$ cat src/rtl/change_pkg.sv
// Shared definitions for the change payout sequencer: coin codes, coin values,
// FSM states and the default inventory/amount width.
package change_pkg;

  localparam int DEFAULT_COUNT_W = 8;

  localparam logic [1:0] COIN_NONE    = 2'b00;
  localparam logic [1:0] COIN_NICKEL  = 2'b01;
  localparam logic [1:0] COIN_DIME    = 2'b10;
  localparam logic [1:0] COIN_QUARTER = 2'b11;

  localparam int unsigned VAL_NICKEL  = 5;
  localparam int unsigned VAL_DIME    = 10;
  localparam int unsigned VAL_QUARTER = 25;

  typedef enum logic [2:0] {
    ST_IDLE,
    ST_LOAD,
    ST_SELECT,
    ST_REQ,
    ST_FINISH
  } state_t;

endpackage

$ cat src/rtl/change_coin_select.sv
// Greedy largest-coin-first selector; purely combinational.
// Reports COIN_NONE with a zero value when no stocked coin fits the amount.
module change_coin_select
  import change_pkg::*;
#(
  parameter int W = DEFAULT_COUNT_W
) (
  input  logic [W-1:0] remaining_i,
  input  logic [W-1:0] n_left_i,
  input  logic [W-1:0] d_left_i,
  input  logic [W-1:0] q_left_i,
  output logic [1:0]   coin_type_o,
  output logic [W-1:0] coin_value_o
);

  always_comb begin
    coin_type_o  = COIN_NONE;
    coin_value_o = '0;
    if (remaining_i >= W'(VAL_QUARTER) && q_left_i != '0) begin
      coin_type_o  = COIN_QUARTER;
      coin_value_o = W'(VAL_QUARTER);
    end else if (remaining_i >= W'(VAL_DIME) && d_left_i != '0) begin
      coin_type_o  = COIN_DIME;
      coin_value_o = W'(VAL_DIME);
    end else if (remaining_i >= W'(VAL_NICKEL) && n_left_i != '0) begin
      coin_type_o  = COIN_NICKEL;
      coin_value_o = W'(VAL_NICKEL);
    end
  end

endmodule

$ cat src/rtl/change_dispenser_ctrl.sv
// Coin payout sequencer: snapshots inventory and amount on start, then ejects
// coins one at a time over a valid/ack handshake; all outputs registered.
module change_dispenser_ctrl
  import change_pkg::*;
#(
  parameter int COUNT_W = DEFAULT_COUNT_W
) (
  input  logic               clock,
  input  logic               reset,
  input  logic               start,
  input  logic [COUNT_W-1:0] changeAmount,
  input  logic [COUNT_W-1:0] nickelCount,
  input  logic [COUNT_W-1:0] dimeCount,
  input  logic [COUNT_W-1:0] quarterCount,
  input  logic               coinAck,
  output logic               coinValid,
  output logic [1:0]         coinType,
  output logic               busy,
  output logic               done,
  output logic               short,
  output logic [COUNT_W-1:0] remaining
);

  state_t             state_q;
  logic [COUNT_W-1:0] remaining_q;
  logic [COUNT_W-1:0] n_left_q;
  logic [COUNT_W-1:0] d_left_q;
  logic [COUNT_W-1:0] q_left_q;
  logic [COUNT_W-1:0] coin_value_q;
  logic [1:0]         coin_type_q;
  logic               coin_valid_q;
  logic               busy_q;
  logic               done_q;
  logic               short_q;

  logic [1:0]         sel_type;
  logic [COUNT_W-1:0] sel_value;

  change_coin_select #(
    .W (COUNT_W)
  ) u_select (
    .remaining_i  (remaining_q),
    .n_left_i     (n_left_q),
    .d_left_i     (d_left_q),
    .q_left_i     (q_left_q),
    .coin_type_o  (sel_type),
    .coin_value_o (sel_value)
  );

  always_ff @(posedge clock or negedge reset) begin
    if (!reset) begin
      state_q      <= ST_IDLE;
      remaining_q  <= '0;
      n_left_q     <= '0;
      d_left_q     <= '0;
      q_left_q     <= '0;
      coin_value_q <= '0;
      coin_type_q  <= COIN_NONE;
      coin_valid_q <= 1'b0;
      busy_q       <= 1'b0;
      done_q       <= 1'b0;
      short_q      <= 1'b0;
    end else begin
      done_q <= 1'b0;
      case (state_q)
        ST_IDLE: begin
          if (start) begin
            busy_q  <= 1'b1;
            short_q <= 1'b0;
            state_q <= ST_LOAD;
          end
        end
        ST_LOAD: begin
          remaining_q <= changeAmount;
          n_left_q    <= nickelCount;
          d_left_q    <= dimeCount;
          q_left_q    <= quarterCount;
          state_q     <= ST_SELECT;
        end
        ST_SELECT: begin
          if (sel_type != COIN_NONE) begin
            coin_type_q  <= sel_type;
            coin_value_q <= sel_value;
            coin_valid_q <= 1'b1;
            state_q      <= ST_REQ;
          end else begin
            // done and short are raised together so both appear in FINISH
            done_q  <= 1'b1;
            short_q <= (remaining_q != '0);
            state_q <= ST_FINISH;
          end
        end
        ST_REQ: begin
          if (coinAck) begin
            remaining_q  <= remaining_q - coin_value_q;
            coin_valid_q <= 1'b0;
            coin_type_q  <= COIN_NONE;
            case (coin_type_q)
              COIN_NICKEL:  n_left_q <= n_left_q - 1'b1;
              COIN_DIME:    d_left_q <= d_left_q - 1'b1;
              COIN_QUARTER: q_left_q <= q_left_q - 1'b1;
              default:      ;
            endcase
            state_q <= ST_SELECT;
          end
        end
        ST_FINISH: begin
          busy_q  <= 1'b0;
          state_q <= ST_IDLE;
        end
        default: state_q <= ST_IDLE;
      endcase
    end
  end

  assign coinValid = coin_valid_q;
  assign coinType  = coin_type_q;
  assign busy      = busy_q;
  assign done      = done_q;
  assign short     = short_q;
  assign remaining = remaining_q;

endmodule

$ cat config.mk
export PLATFORM = sky130hd
export DESIGN_NAME = change_dispenser_ctrl
export DESIGN_NICKNAME = d
export VERILOG_FILES = /design/src/rtl/change_pkg.sv /design/src/rtl/change_coin_select.sv /design/src/rtl/change_dispenser_ctrl.sv
export SDC_FILE = /design/constraint.sdc
export NUM_CORES = 1
export LEC_CHECK = 0
export ABC_CLOCK_PERIOD_IN_PS = 6400
export CAP_MARGIN = 20
export CELL_PAD_IN_SITES_DETAIL_PLACEMENT = 1
export CELL_PAD_IN_SITES_GLOBAL_PLACEMENT = 2
export CORE_ASPECT_RATIO = 1.4
export CORE_MARGIN = 5
export CORE_UTILIZATION = 34
export CTS_CLUSTER_SIZE = 16
export DETAILED_ROUTE_END_ITERATION = 6
export GPL_ROUTABILITY_DRIVEN = 0
export GPL_TIMING_DRIVEN = 0
export PLACE_DENSITY_LB_ADDON = 0.25
export SLEW_MARGIN = 20
export SYNTH_ARGS = -nofsm -noshare
export SYNTH_HDL_FRONTEND = slang
export SYNTH_SLANG_ARGS = --single-unit
$ cat constraint.sdc
create_clock -name clock -period 6.4 [get_ports clock]
set_clock_uncertainty 0.1 [all_clocks]
set_input_delay 1.28 -clock clock [delete_from_list [all_inputs] [get_ports clock]]
set_output_delay 1.28 -clock clock [all_outputs]
set_load 0.01 [all_outputs]
# Word-level counts from Yosys, hierarchy flattened
# Cells that the tools add are included.
word_totals:
  register_bits: 49
  latch_bits: 0
  ramBits: 0
  mem_bits_ro: 0
  in_bits: 36
  output_inout_bits: 14
  word_cells: 88
  memories: 0
op_classes:
  add_sub_neg: 4
  n_mul: 0
  div: 0
  order_cmp: 3
  n_eq_ne: 14
  n_shift: 0
  muxes: 34
  bitwise_logic: 0
  n_reduce_logical: 22
ops:
  columns: ["operator", "count"]
  rows:
  - ["2-to-1 mux 8 bit", 9]
  - ["one-hot mux 8 bit (2 select lines)", 4]
  - ["nonzero test 8 bit", 4]
  - ["subtractor 8 x 1 -> 8 bit, second input constant", 3]
  - ["AND reduction 3 bit", 5]
  - ["2-to-1 mux 3 bit", 4]
  - ["one-hot mux 3 bit (4 select lines)", 1]
  - ["inequality test 2 bit, second input constant", 5]
  - ["nonzero test 2 bit", 5]
  - ["greater-or-equal comparator 8 x 3 -> 1 bit, second input constant", 1]
  - ["greater-or-equal comparator 8 x 4 -> 1 bit, second input constant", 1]
  - ["greater-or-equal comparator 8 x 5 -> 1 bit, second input constant", 1]
  - ["2-to-1 mux 1 bit", 8]
  - ["2-to-1 mux 2 bit", 4]
  - ["AND reduction 2 bit", 4]
  - ["subtractor 8 bit", 1]
  - ["== test 3 x 2 -> 1 bit, second input constant", 2]
  - ["one-hot mux 1 bit (2 select lines)", 3]
  - ["== test 2 bit, second input constant", 2]
  - ["inequality test 2 x 1 -> 1 bit, second input constant", 2]
  - ["one-hot mux 2 bit (2 select lines)", 1]
  - ["== test 3 x 1 -> 1 bit, second input constant", 1]
  - ["== test 3 bit, second input constant", 1]
  - ["logical AND 1 bit", 3]
  - ["2 further kinds", 2]

# Longest topological paths before layout
depth:
  depth_word: 8
  ltp_mapped: 8
  mapped_depth_nobuf: 8

# Modules after synthesis
# A second synthesis with hierarchy kept.
unflattened:
  hier_cells: 349
  area_unflattened_um2: 3030.4
by_module_without_submodules:
  columns: ["module", "instances", "cells_each", "area_per_inst_um2", "seq_area_each_um2"]
  rows:
  - ["change_dispenser_ctrl", 1, 323, 2851.5, 1226.2]
  - ["change_coin_select", 1, 26, 178.9, 0.0]

# Least setup slack after synthesis
# No wires, ideal clock.
synth_timing:
  path_type: "input to register"
  start: "input coinAck"
  end: "register d_left_q[7]"
  setup_time_ps: 124
  t_arrival_ps: 2207
  t_required_ps: 6176
  slack_ps: 3970
  stages: 6
  path_buffers: 1
  path_cell_list: "inv_1 -> a21oi_1 -> and2_1 -> clkbuf_1 -> o21ai_0 -> o2bb2ai_1"
synth_via:
  elab_chain_len: 2
synth_rtl:
  columns: ["element", "line_no", "rtl"]
  rows:
  - ["from (decl)", "change_dispenser_ctrl.sv:15", "input logic coinAck,"]
  - ["inequality test 2 bit (no source line)", null, null]
  - ["AND reduction 3 bit (no source line)", null, null]
  - ["to (signal assigned)", "change_dispenser_ctrl.sv:76", "d_left_q <= dimeCount;"]
  - ["to (signal assigned)", "change_dispenser_ctrl.sv:100", "COIN_DIME: d_left_q <= d_left_q - 1'b1;"]
  - ["to (decl)", "change_dispenser_ctrl.sv:27", "logic [COUNT_W-1:0] d_left_q;"]
# No other way between the ends.
# A chain may end at the register's enable or synchronous reset.

# Worst setup path after layout
# Ends and elaborated chain as after synthesis.

==> impl_metrics.ini <==
[worst_setup_path]
r2r-start = q_left_q[0]
ff2ff_setup_slack_ps = 3900
path_max_fanout = 8
r2r_end = short
path_depth = 7
cp.arrival_ps = 3120
crit_path_max_incr_delay_ps = 520
worst_path_dominant_cell_family = buffers and inverters
worstSetupPathType = input pin to flop
critPathSlowestCell = a21oi_1
crit_required_ps = 6470
crit_buf_inv = 3
endpoint = d_left_q[7]
cp_cell_sequence = clkdlybuf4s50_1 > inv_1 > a21oi_1 > and2_1 > clkbuf_1 > o21ai_0 > o2bb2ai_1
reg2reg_depth = 7
cp-start-kind = input pin
crit_start = coinAck
cp-end-kind = flop

[finish]
antenna_cells = 0
fin_util_pct = 43.7
fill_cells = 989
fin_nets = 427
area_growth_pct = 27.7
layout-drive-gt1-share_pct = 4.18
fin_area_um2 = 3520

[grt]
grt_max_degree = 47
antenna_found_initial = 0
grt_pass1_wl_um = 14300
grt_usage_pct = 18.2
grt_overflow = 0
grt_pass1_vias = 2890

[floorplanning]
ioPinCount = 50
initial_core_util_pct = 34.3
num_rows = 39
die-area_um2 = 10000
core_area_um2 = 8050
die_x_um = 86.1
chipHeight_um = 117

[sta]
max_freq_mhz = 328
final-hold-violation-count = 0
worst_pin_slew_ps = 663
tns_ps = 0
period_needed_ps = 3050
slew_headroom_pct = 55.6
period_share_pct = 47.6
rsz0062_at_grt = no
drv_slew = 0
setup_viol = 0

[route]
vias = 2687
drc = 0
ant_nets = 0
vias_per_cell = 5.54
wl_um = 8730
drt_iter0_drc = 79
dr.pass1.iters = 4
post_drt_wl_per_cell_um = 18.0

[logic_synthesis]
syn_avg_cell_area_um2 = 8.46
ys_ff_latch = 46
synth_area_um2 = 2760
ys_seq_area_share_pct = 41.7
synthCells = 326
synth-main-ff-cell = dfrtp_1
synth-edff-count = 0
ys.warnings.count = 0
synth_nets = 371
async_reset_ff_share_pct = 100
synthDistinctLibCells = 48

[clocking]
postCtsSetupBuffers = 0
cts_sinks = 46
clock_path_buffers = 2
clockRootBuffer = clkbuf_16
cts.repair.resized = 0
cts_tree = done
cts_buffers = 5
clkTransAtPathRegs_ps = 60
cts_hold_buffers = 0
insertion_delay_ps = 290
cts.htree.levels = 2

[power_and_ir_drop]
pwr-share-comb_pct = 40.9
p_seq_share_pct = 39.1
internal-power_mw = 0.820
leakage_nw = 1.42
p_clk_share_pct = 20.0
total_power_mw = 1.35
p_sw_share_pct = 39.4
power_density_nw_per_um2 = 384
switchingPower_mw = 0.532
peakVddDrop_mv = 0.138

[min_path]
hold_path_class = flop to flop

[placed_design]
port_buffers = 49
hpwl_um = 6420
place_area_um2 = 3370

[flow_run]
cap_violations = 0

[run_status]
status = completed
## synth_stat cells, types with 7 or more instances
cell type / number / share of area, %
inv_1: 19 / 2.6
a21oi_1: 34 / 6.2
nor2_1: 30 / 4.1
or3_1: 7 / 1.6
dfrtp_1: 46 / 42
nand2_1: 27 / 3.7
clkbuf_1: 11 / 1.5
o21ai_0: 34 / 6.2
nand3_1: 7 / 1.3
ha_1: 8 / 3.6
nor3_1: 18 / 3.3
## cell type report
cell class | instances | area, µm² | area share (%)
flip-flops and latches | 46 | 1150 | 32.7
clock inverters | 1 | 5.00 | 0.142
repair buffers | 49 | 488 | 13.9
well taps | 102 | 128 | 3.62
multi-input cells | 248 | 1490 | 42.2
inverters | 19 | 71.3 | 2.03
plain buffers | 13 | 48.8 | 1.39
clock buffers | 7 | 143 | 4.05
## power groups by stage
stage | registers [mW] | logic (mW) | clock network, mW
3_3_place_gp | 0.530 | 0.540 | 0
3_5_place_dp | 0.533 | 0.558 | 0
6_report | 0.529 | 0.553 | 0.270
4_1_cts | 0.528 | 0.561 | 0.276
5_1_grt | 0.550 | 0.631 | 0.288
2_1_floorplan | 0.508 | 0.368 | 0
## worst min path at each step
| stage | slack [ps] | to | from | depth (start not counted) |
|---|---|---|---|---|
| after floorplan | 360 | q_left_q[7] | q_left_q[7] | 1 |
| after global placement | 380 | q_left_q[7] | q_left_q[7] | 1 |
| after detailed placement | 390 | coin_value_q[2] | coin_value_q[2] | 1 |
| after CTS | 400 | coin_value_q[2] | coin_value_q[2] | 1 |
| after global routing | 420 | coin_value_q[4] | coin_value_q[4] | 1 |
| final | 400 | coin_value_q[2] | coin_value_q[2] | 1 |
## state kept, by name, summed over array words and instances (netlist names)
signal / count
coin_value_q: 5
d_left_q: 8
coinValid: 1
q_left_q: 8
busy: 1
remaining: 8
coinType: 2
done: 1
n_left_q: 8
state_q: 3
short: 1
## through the flow
stage	worst slack (ps)	hold WS, ps	cells
6_report	3350	401	485
5_1_grt	3230	417	485
4_1_cts	3330	404	485
3_5_place_dp	3040	389	477
3_3_place_gp	2360	376	477
2_1_floorplan	3970	357	326
## per-layer routing
layer  vias up  wire (µm)  global-route usage (%)
li1       1304          -                       -
met1      1335       3720                    21.8
met2        42       4580                    33.5
met3         6        337                    2.89
met4         0         89                    4.86
met5         -          0                       0
## logic make-up (layout without fill, tap and decap cells)
family                   count (synthesis)  in the layout  synth area share (%)
flip-flops                              46             46                  41.7
AO/OA/AOI/OAI                          119            119                  27.0
multiplexers                             2              2                 0.726
AND/OR/NAND/NOR                        118            118                  21.9
buffers and inverters                   32             89                  4.36
adder cells (fa/ha/maj)                  9              9                  4.36
## placed cells by master (no fill, tap or decap), types with 2 or more instances in the layout
cell,instances
clkbuf_16,5
buf_1,2
a22o_1,3
ha_1,8
a21oi_1,34
nor4_1,5
a22oi_1,6
clkbuf_1,12
nor2_1,30
o2bb2ai_1,2
o211ai_1,5
a2bb2oi_1,2
o21ai_0,34
and2_1,2
clkdlybuf4s50_1,48
nand3_1,7
o31a_1,2
nor3_1,18
a31oi_1,4
a211oi_1,4
mux2i_1,2
o22ai_1,6
dfrtp_1,46
inv_1,19
nor2b_1,6
nand2b_1,6
o21a_1,5
a21o_1,3
nand2_1,27
or3_1,7
Note: power is estimated with default switching activity, not from simulation.
